--- config.mk ---
export PLATFORM = sky130hd
export DESIGN_NAME = rsa_modexp_ctrl
export DESIGN_NICKNAME = d
export VERILOG_FILES = /design/src/rtl/rsa_pkg.sv /design/src/rtl/rsa_req_hs.sv /design/src/rtl/rsa_modexp_ctrl.sv
export SDC_FILE = /design/constraint.sdc
export NUM_CORES = 2
export LEC_CHECK = 0
export ABC_AREA = 1
export CORE_AREA = 8 8 599 601
export CTS_CLUSTER_DIAMETER = 100
export DETAILED_ROUTE_END_ITERATION = 6
export DIE_AREA = 0 0 607 609
export PLACE_DENSITY = 0.32
export SYNTH_ARGS = -nofsm -noshare
export SYNTH_HDL_FRONTEND = slang
export SYNTH_SLANG_ARGS = --single-unit
--- constraint.sdc ---
create_clock -name clk -period 43.5 [get_ports clk]
set_input_delay 4.35 -clock clk [delete_from_list [all_inputs] [get_ports clk]]
set_output_delay 4.35 -clock clk [all_outputs]
set_load 0.1 [all_outputs]
--- src/rtl/rsa_pkg.sv ---
// Shared definitions for the RSA modular-exponentiation controller:
// default operand width, FSM state encoding and the constant one.
package rsa_pkg;

  localparam int W_DEFAULT = 128;

  typedef enum logic [2:0] {
    IDLE   = 3'd0,
    CHECK  = 3'd1,
    SQ_MUL = 3'd2,
    SQ_DIV = 3'd3,
    MU_MUL = 3'd4,
    MU_DIV = 3'd5,
    NEXT   = 3'd6,
    FINISH = 3'd7
  } state_t;

  localparam logic [W_DEFAULT-1:0] ONE = W_DEFAULT'(1);

endpackage

--- src/rtl/rsa_req_hs.sv ---
// Request side of a req/ack handshake: holds req from launch until ack,
// latches the response data on ack and flags that cycle with fire_o.
module rsa_req_hs #(
  parameter int DW = 256
) (
  input  logic          clk,
  input  logic          reset,
  input  logic          launch_i,
  input  logic          ack_i,
  input  logic [DW-1:0] data_i,
  output logic          req_o,
  output logic [DW-1:0] data_o,
  output logic          fire_o
);

  // Handshake: req rises on the edge after launch_i, stays high until ack_i
  // is sampled with req high, and falls on that same edge. An ack seen while
  // req is low is ignored. fire_o is high exactly in the accepted-ack cycle.
  logic          req_q;
  logic [DW-1:0] data_q;

  assign fire_o = req_q & ack_i;
  assign req_o  = req_q;
  assign data_o = data_q;

  always_ff @(posedge clk or posedge reset) begin
    if (reset) begin
      req_q  <= 1'b0;
      data_q <= '0;
    end else if (fire_o) begin
      req_q  <= 1'b0;
      data_q <= data_i;
    end else if (launch_i) begin
      req_q  <= 1'b1;
    end
  end

endmodule

--- src/rtl/rsa_modexp_ctrl.sv ---
// Left-to-right square-and-multiply controller for base^exp mod modulus,
// driving external multiplier and divider units over req/ack handshakes.
module rsa_modexp_ctrl
  import rsa_pkg::*;
#(
  parameter int W = W_DEFAULT
) (
  input  logic           clk,
  input  logic           reset,
  input  logic           start,
  input  logic [W-1:0]   base,
  input  logic [W-1:0]   exp,
  input  logic [W-1:0]   modulus,
  output logic           busy,
  output logic           done,
  output logic           error,
  output logic [W-1:0]   result,
  output logic           mul_req,
  output logic [W-1:0]   mul_a,
  output logic [W-1:0]   mul_b,
  input  logic           mul_ack,
  input  logic [2*W-1:0] mul_p,
  output logic           div_req,
  output logic [2*W-1:0] div_num,
  output logic [W-1:0]   div_den,
  input  logic           div_ack,
  input  logic [W-1:0]   div_rem
);

  localparam int IW = (W > 1) ? $clog2(W) : 1;

  state_t         state_q;
  logic [W-1:0]   base_q, exp_q, mod_q;
  logic [W-1:0]   mul_a_q, mul_b_q, result_q;
  logic [IW-1:0]  idx_q;
  logic           busy_q, done_q, error_q;
  logic           mul_launch, div_launch, mul_fire, div_fire, cur_bit;
  logic [2*W-1:0] prod_q;
  logic [W-1:0]   acc;

  // The divider handshake's latched remainder is the accumulator itself.
  rsa_req_hs #(.DW(2*W)) u_mul_hs (
    .clk      (clk),
    .reset    (reset),
    .launch_i (mul_launch),
    .ack_i    (mul_ack),
    .data_i   (mul_p),
    .req_o    (mul_req),
    .data_o   (prod_q),
    .fire_o   (mul_fire)
  );

  rsa_req_hs #(.DW(W)) u_div_hs (
    .clk      (clk),
    .reset    (reset),
    .launch_i (div_launch),
    .ack_i    (div_ack),
    .data_i   (div_rem),
    .req_o    (div_req),
    .data_o   (acc),
    .fire_o   (div_fire)
  );

  assign cur_bit = exp_q[idx_q];
  assign busy    = busy_q;
  assign done    = done_q;
  assign error   = error_q;
  assign result  = result_q;
  assign mul_a   = mul_a_q;
  assign mul_b   = mul_b_q;
  assign div_num = prod_q;
  assign div_den = mod_q;

  // Launches coincide with the state transition so req is high on state entry.
  always_comb begin
    mul_launch = 1'b0;
    div_launch = 1'b0;
    case (state_q)
      CHECK:          mul_launch = (mod_q != '0);
      SQ_DIV:         mul_launch = div_fire & cur_bit;
      NEXT:           mul_launch = (idx_q != '0);
      SQ_MUL, MU_MUL: div_launch = mul_fire;
      default: ;
    endcase
  end

  always_ff @(posedge clk or posedge reset) begin
    if (reset) begin
      state_q  <= IDLE;
      base_q   <= '0;
      exp_q    <= '0;
      mod_q    <= '0;
      mul_a_q  <= '0;
      mul_b_q  <= '0;
      result_q <= '0;
      idx_q    <= '0;
      busy_q   <= 1'b0;
      done_q   <= 1'b0;
      error_q  <= 1'b0;
    end else begin
      done_q <= 1'b0;
      case (state_q)
        IDLE: begin
          if (start) begin
            base_q  <= base;
            exp_q   <= exp;
            mod_q   <= modulus;
            idx_q   <= IW'(W - 1);
            busy_q  <= 1'b1;
            state_q <= CHECK;
          end
        end
        CHECK: begin
          if (mod_q == '0) begin
            busy_q   <= 1'b0;
            done_q   <= 1'b1;
            error_q  <= 1'b1;
            result_q <= '0;
            state_q  <= FINISH;
          end else begin
            mul_a_q <= W'(ONE);
            mul_b_q <= W'(ONE);
            state_q <= SQ_MUL;
          end
        end
        SQ_MUL: if (mul_fire) state_q <= SQ_DIV;
        SQ_DIV: begin
          if (div_fire) begin
            if (cur_bit) begin
              // Fresh remainder is only visible on div_rem in this cycle.
              mul_a_q <= div_rem;
              mul_b_q <= base_q;
              state_q <= MU_MUL;
            end else begin
              state_q <= NEXT;
            end
          end
        end
        MU_MUL: if (mul_fire) state_q <= MU_DIV;
        MU_DIV: if (div_fire) state_q <= NEXT;
        NEXT: begin
          if (idx_q == '0) begin
            busy_q   <= 1'b0;
            done_q   <= 1'b1;
            error_q  <= 1'b0;
            result_q <= acc;
            state_q  <= FINISH;
          end else begin
            idx_q   <= idx_q - IW'(1);
            mul_a_q <= acc;
            mul_b_q <= acc;
            state_q <= SQ_MUL;
          end
        end
        FINISH:  state_q <= IDLE;
        default: state_q <= IDLE;
      endcase
    end
  end

endmodule
* Word level (Yosys, flattened, before mapping)
Index checks and enable logic that the tools add are counted.
** Word-level totals
- ROM bits :: 0
- Register bits :: 1167
- Memory bits (writable) :: 0
- Output and inout port bits :: 773
- Latch bits :: 0
- Word-level logic and storage cells :: 95
- Memories kept :: 0
- Input port bits :: 773
** Operators by class
- Divide/modulo/power cells :: 0
- Add/sub/neg operators :: 1
- Bitwise operators :: 3
- Shifts and indexed selects :: 0
- Equality and inequality tests :: 17
- Reductions and logical operators :: 18
- Magnitude comparators :: 1
- Mux-type cells :: 40
- $mul :: 0
** Operators by type and width (count)
- 128-bit two-way mux :: 8
- 128-bit case mux with 3 select lines :: 2
- 128-bit case mux with 2 select lines :: 1
- 128-bit logical NOT :: 1
- 128-bit nonzero test :: 1
- 3-bit case mux with 8 select lines :: 1
- 3-bit two-way mux :: 7
- 2-bit inequality test, second input constant :: 10
- 7-bit two-way mux :: 2
- 7-bit case mux with 2 select lines :: 1
- 3-bit == test, second input constant :: 4
- 1-bit two-way mux :: 12
- 5-bit AND reduction :: 2
- 7-bit by 8-bit < comparator with 1-bit output, second input constant :: 1
- 2-bit nonzero test :: 4
- 1-bit binary-select mux with 7-bit select :: 1
- 7-bit logical NOT :: 1
- 7-bit nonzero test :: 1
- 7-bit by 1-bit subtractor with 7-bit output, second input constant :: 1
- 3-bit by 2-bit == test with 1-bit output, second input constant :: 2
- 1-bit case mux with 3 select lines :: 2
- 3-bit AND reduction :: 2
- 3-bit nonzero test :: 2
- 1-bit case mux with 2 select lines :: 2
- 7 further kinds :: 9

* Depth between registers and ports, before layout
- Depth in word-level cells :: 6
- Mapped depth :: 17
- Mapped depth without buffers :: 15

* Modules after synthesis
From an unflattened synthesis, not the netlist that was laid out.
** Second synthesis, totals
- Cells, all modules :: 5815
- Area total of the unflattened synthesis :: 49318.6 µm²
** Modules (own cells, without submodules)
- rsa_modexp_ctrl :: instances 1, area each 33912.5 µm², cells each 4139, seq. area each 19543.7 µm²
- rsa_req_hs at u_mul_hs :: instances 1, area each 10344.9 µm², cells each 1116, seq. area each 6431.2 µm²
- rsa_req_hs at u_div_hs :: instances 1, area each 5061.1 µm², cells each 560, seq. area each 3228.1 µm²

* Least setup slack after synthesis
No wires, ideal clock.
- Kind :: input port to flip-flop
- From :: in start
- To :: reg mod_q[49] (netlist: div_den[49])
- Setup slack :: 37959 ps
- Path buffers :: 2
- Setup time :: 130 ps
- Stages on the path :: 9
- Data required time :: 43370 ps
- Arrival time :: 5411 ps
- Cell sequence :: nor2_1 -> inv_1 -> nand2_1 -> nor2_1 -> inv_2 -> nor2_4 -> buf_2 -> clkbuf_1 -> o21ai_0
** On the way
- Longest elaborated chain between the ends :: 1
** RTL lines
- start, declared :: line rsa_modexp_ctrl.sv:10 : input logic start,
- 2-bit AND reduction (no line)
- end signal, assigned :: line rsa_modexp_ctrl.sv:107 : mod_q <= modulus;
- end, declared :: line rsa_modexp_ctrl.sv:33 : logic [W-1:0] base_q, exp_q, mod_q;
Every way passes these cells.
A chain may end at the register's enable or synchronous reset.

==> results.toml <==
[die]
die-height_um = 609
io_pins = 1546
dieArea_um2 = 370000
start_util_pct = 13.8
coreArea_um2 = 349000
fp-row-count = 217
die_width_um = 607

[sta]
layout_min_cycle_time_ps = 8320
worstMarginPinSlew_ps = 1310
setup_tns_ps = 0
slew_headroom_pct = 12.1
clock-skew-final_ps = 75.6
period_share_pct = 19.1
fmax_ghz = 0.120
hold_ws_ps = 467
rsz0062_at_grt = "no"
maxSlewViolCount = 0
finalSetupViolations = 0
final-hold-violation-count = 0

[worst_setup_path]
required_ps = 44330
worstRegToRegCells = 14
crit_fanout = 86
critical_path_class = "input pin to async pin"
critPathCapture = "mul_b[68]$_DFFE_PP0P_"
cp_data_arrival_time_ps = 9150
crit_path_end_kind = "async pin"
regToRegEndpoint = "mul_a[54]$_DFFE_PP0P_"
startpoint_type = "input pin"
r2r_slack_ps = 37670
rr_startpoint = "idx_q[2]$_DFFE_PP0P_"
crit_start = "reset"

[routing]
vias_per_cell = 3.81
drc = 0
wl_per_cell_um = 27.9
ant_nets = 0
first_pass_iters = 7
drtIter0Drc = 3280
wl_um = 330000
vias = 45000

[clock_network]
clock_sinks = 1167
clk_pin_slew_ps = 60
cts_hold_buf = 0
cts_inserted_buffers = 169
cts_tree = "built"
cts_resized = 0
post_cts_buffers = 0
clock_path_buffers = 4
cts_root_buf = "clkbuf_16"
htree_levels = 4
clk_latency_ps = 850

[global_routing]
grt_max_degree = 224
antenna_found_initial = 192
grt_first_pass_wirelength_um = 438000
grt.total_usage_pct = 17.2
grt_pass1_vias = 46600
grt_overflow = 0

[placement]
gp_congestion = 0.893
dp_hpwl_um = 257000
dpl_cell_area_um2 = 67800
numPortBuffers = 1545

[hold_path]
hp-class = "flip-flop to flip-flop"
hold_start = "exp_q[40]$_DFFE_PP0P_"

[logic_synthesis]
ys_seq_area_share_pct = 60.8
yosys.area.top_type = "dfrtp_1"
ys_types = 26
syn_area_um2 = 48000
synthTopCellsByArea = "dfrtp_1, nand2_1, o21ai_0"
ys_ff_latch = 1167
yosysWarnings = 0
yosys.area.top_type_share_pct = 60.8
avgSynthCellArea_um2 = 8.53
syn_nets = 6401
synthCells = 5626

[power_and_ir_drop]
peakVddDrop_v = 0.0000678
combPwrFrac_pct = 55.8
netSwitchingFraction_pct = 56.5
power.total_mw = 7.28
pwr-share-clk_pct = 19.2
pwr_density_cell_nw_per_um2 = 99.2
power.switching_mw = 4.11
intPower_mw = 3.17
p_seq_share_pct = 25.0
leakage_nw = 33.9

[finish]
final_common_cell = "nand2_1"
multi_input_area_um2 = 15500
final-seq-area_um2 = 29200
layout_common_cells = "nand2_1, clkdlybuf4s50_1, dfrtp_1, o21ai_0, inv_1"
drive_above_1_share_pct = 6.34
fin_util_pct = 21.1
final_area_um2 = 73400
nFillCells = 38800
nets = 7827
area_delta_synth_final_pct = 52.9

[job]
cap_violations = 0

[outcome]
status = "finished, final reports clean"
==> layout make-up <==
cell class / instances / area share [%]
Inverter: 445 / 2.32
Antenna cell: 40 / 0.136
Tap cell: 4599 / 7.84
Clock buffer: 256 / 6.89
Sequential cell: 1167 / 39.8
Clock inverter: 45 / 0.617
Multi-Input combinational cell: 3667 / 21.1
Timing Repair Buffer: 1602 / 21.3
==> sequential cells by signal, indices dropped and copies added (netlist names), 3 cells and up <==
signal	count
base_q	128
div_den	128
exp_q	128
idx_q	7
mul_a	128
mul_b	128
result	128
state_q	3
u_div_hs.data_o	128
u_mul_hs.data_o	256
==> kinds of logic (layout without fill, tap and decap cells) <==
family	count (synthesis)	in the layout	share of synthesized area, %
adders and majority gates	2	2	0.0521
buffers and inverters	792	2348	7.00
AOI/OAI and AO/OA	875	875	9.23
and+or+nand+nor	2790	2790	22.9
other	0	40	0
DFF	1167	1167	60.8
==> synthesized netlist by cell type <==
master,number
buf_6,23
buf_1,7
dfrtp_1,1167
nand2_2,1
inv_1,438
nor4_1,16
clkbuf_1,162
ha_1,2
nor3_1,3
o211ai_1,20
buf_4,8
nor2_2,2
nand3_1,332
nand3_2,1
nor2_1,40
a21oi_1,26
nor2_4,1
a31oi_1,2
nand4_1,16
buf_2,147
clkinv_1,2
o21ai_1,1
inv_2,5
o21ai_0,825
nand2_1,2378
o22ai_1,1
==> power by group through the flow <==
stage	combinational [mW]	clock (mW)	sequential, mW
detailed placement	4.13	0	1.84
CTS	4.14	1.46	1.83
floorplan	0.900	0	3.73
finish	4.06	1.40	1.82
global route	4.30	1.50	1.87
global placement	4.13	0	1.83
==> stage by stage <==
stage / std cells / setup slack (ps)
6_report: 11800 / 35180
5_1_grt: 11800 / 34530
4_1_cts: 11800 / 34980
3_5_place_dp: 11500 / 34000
3_3_place_gp: 11500 / 34020
2_1_floorplan: 5626 / 6280
==> critical path, cell delays in order <==
cell             delay (ps)
clkdlybuf4s50_1         490
inv_8                   490
buf_4                   720
buf_4                   480
buf_4                   670
buf_4                   860
buf_4                   830
==> how the worst min path moves through the flow <==
| stage | end | slack (ps) | cells past startpoint |
|---|---|---|---|
| 2_1_floorplan | exp_q[104]$_DFFE_PP0P_ | 440 | 2 |
| 3_3_place_gp | exp_q[8]$_DFFE_PP0P_ | 450 | 2 |
| 3_5_place_dp | exp_q[8]$_DFFE_PP0P_ | 450 | 2 |
| 4_1_cts | exp_q[40]$_DFFE_PP0P_ | 470 | 2 |
| 5_1_grt | exp_q[40]$_DFFE_PP0P_ | 490 | 2 |
| 6_report | exp_q[40]$_DFFE_PP0P_ | 470 | 2 |
==> routing by layer <==
layer,wire [um],track usage (%),vias up
li1,-,-,20600
met1,117000,17.9,22000
met2,175000,32.6,1687
met3,25200,5.36,621
met4,13200,5.30,38
met5,251,0,-
No activity file was read; power rests on OpenSTA's default activity.
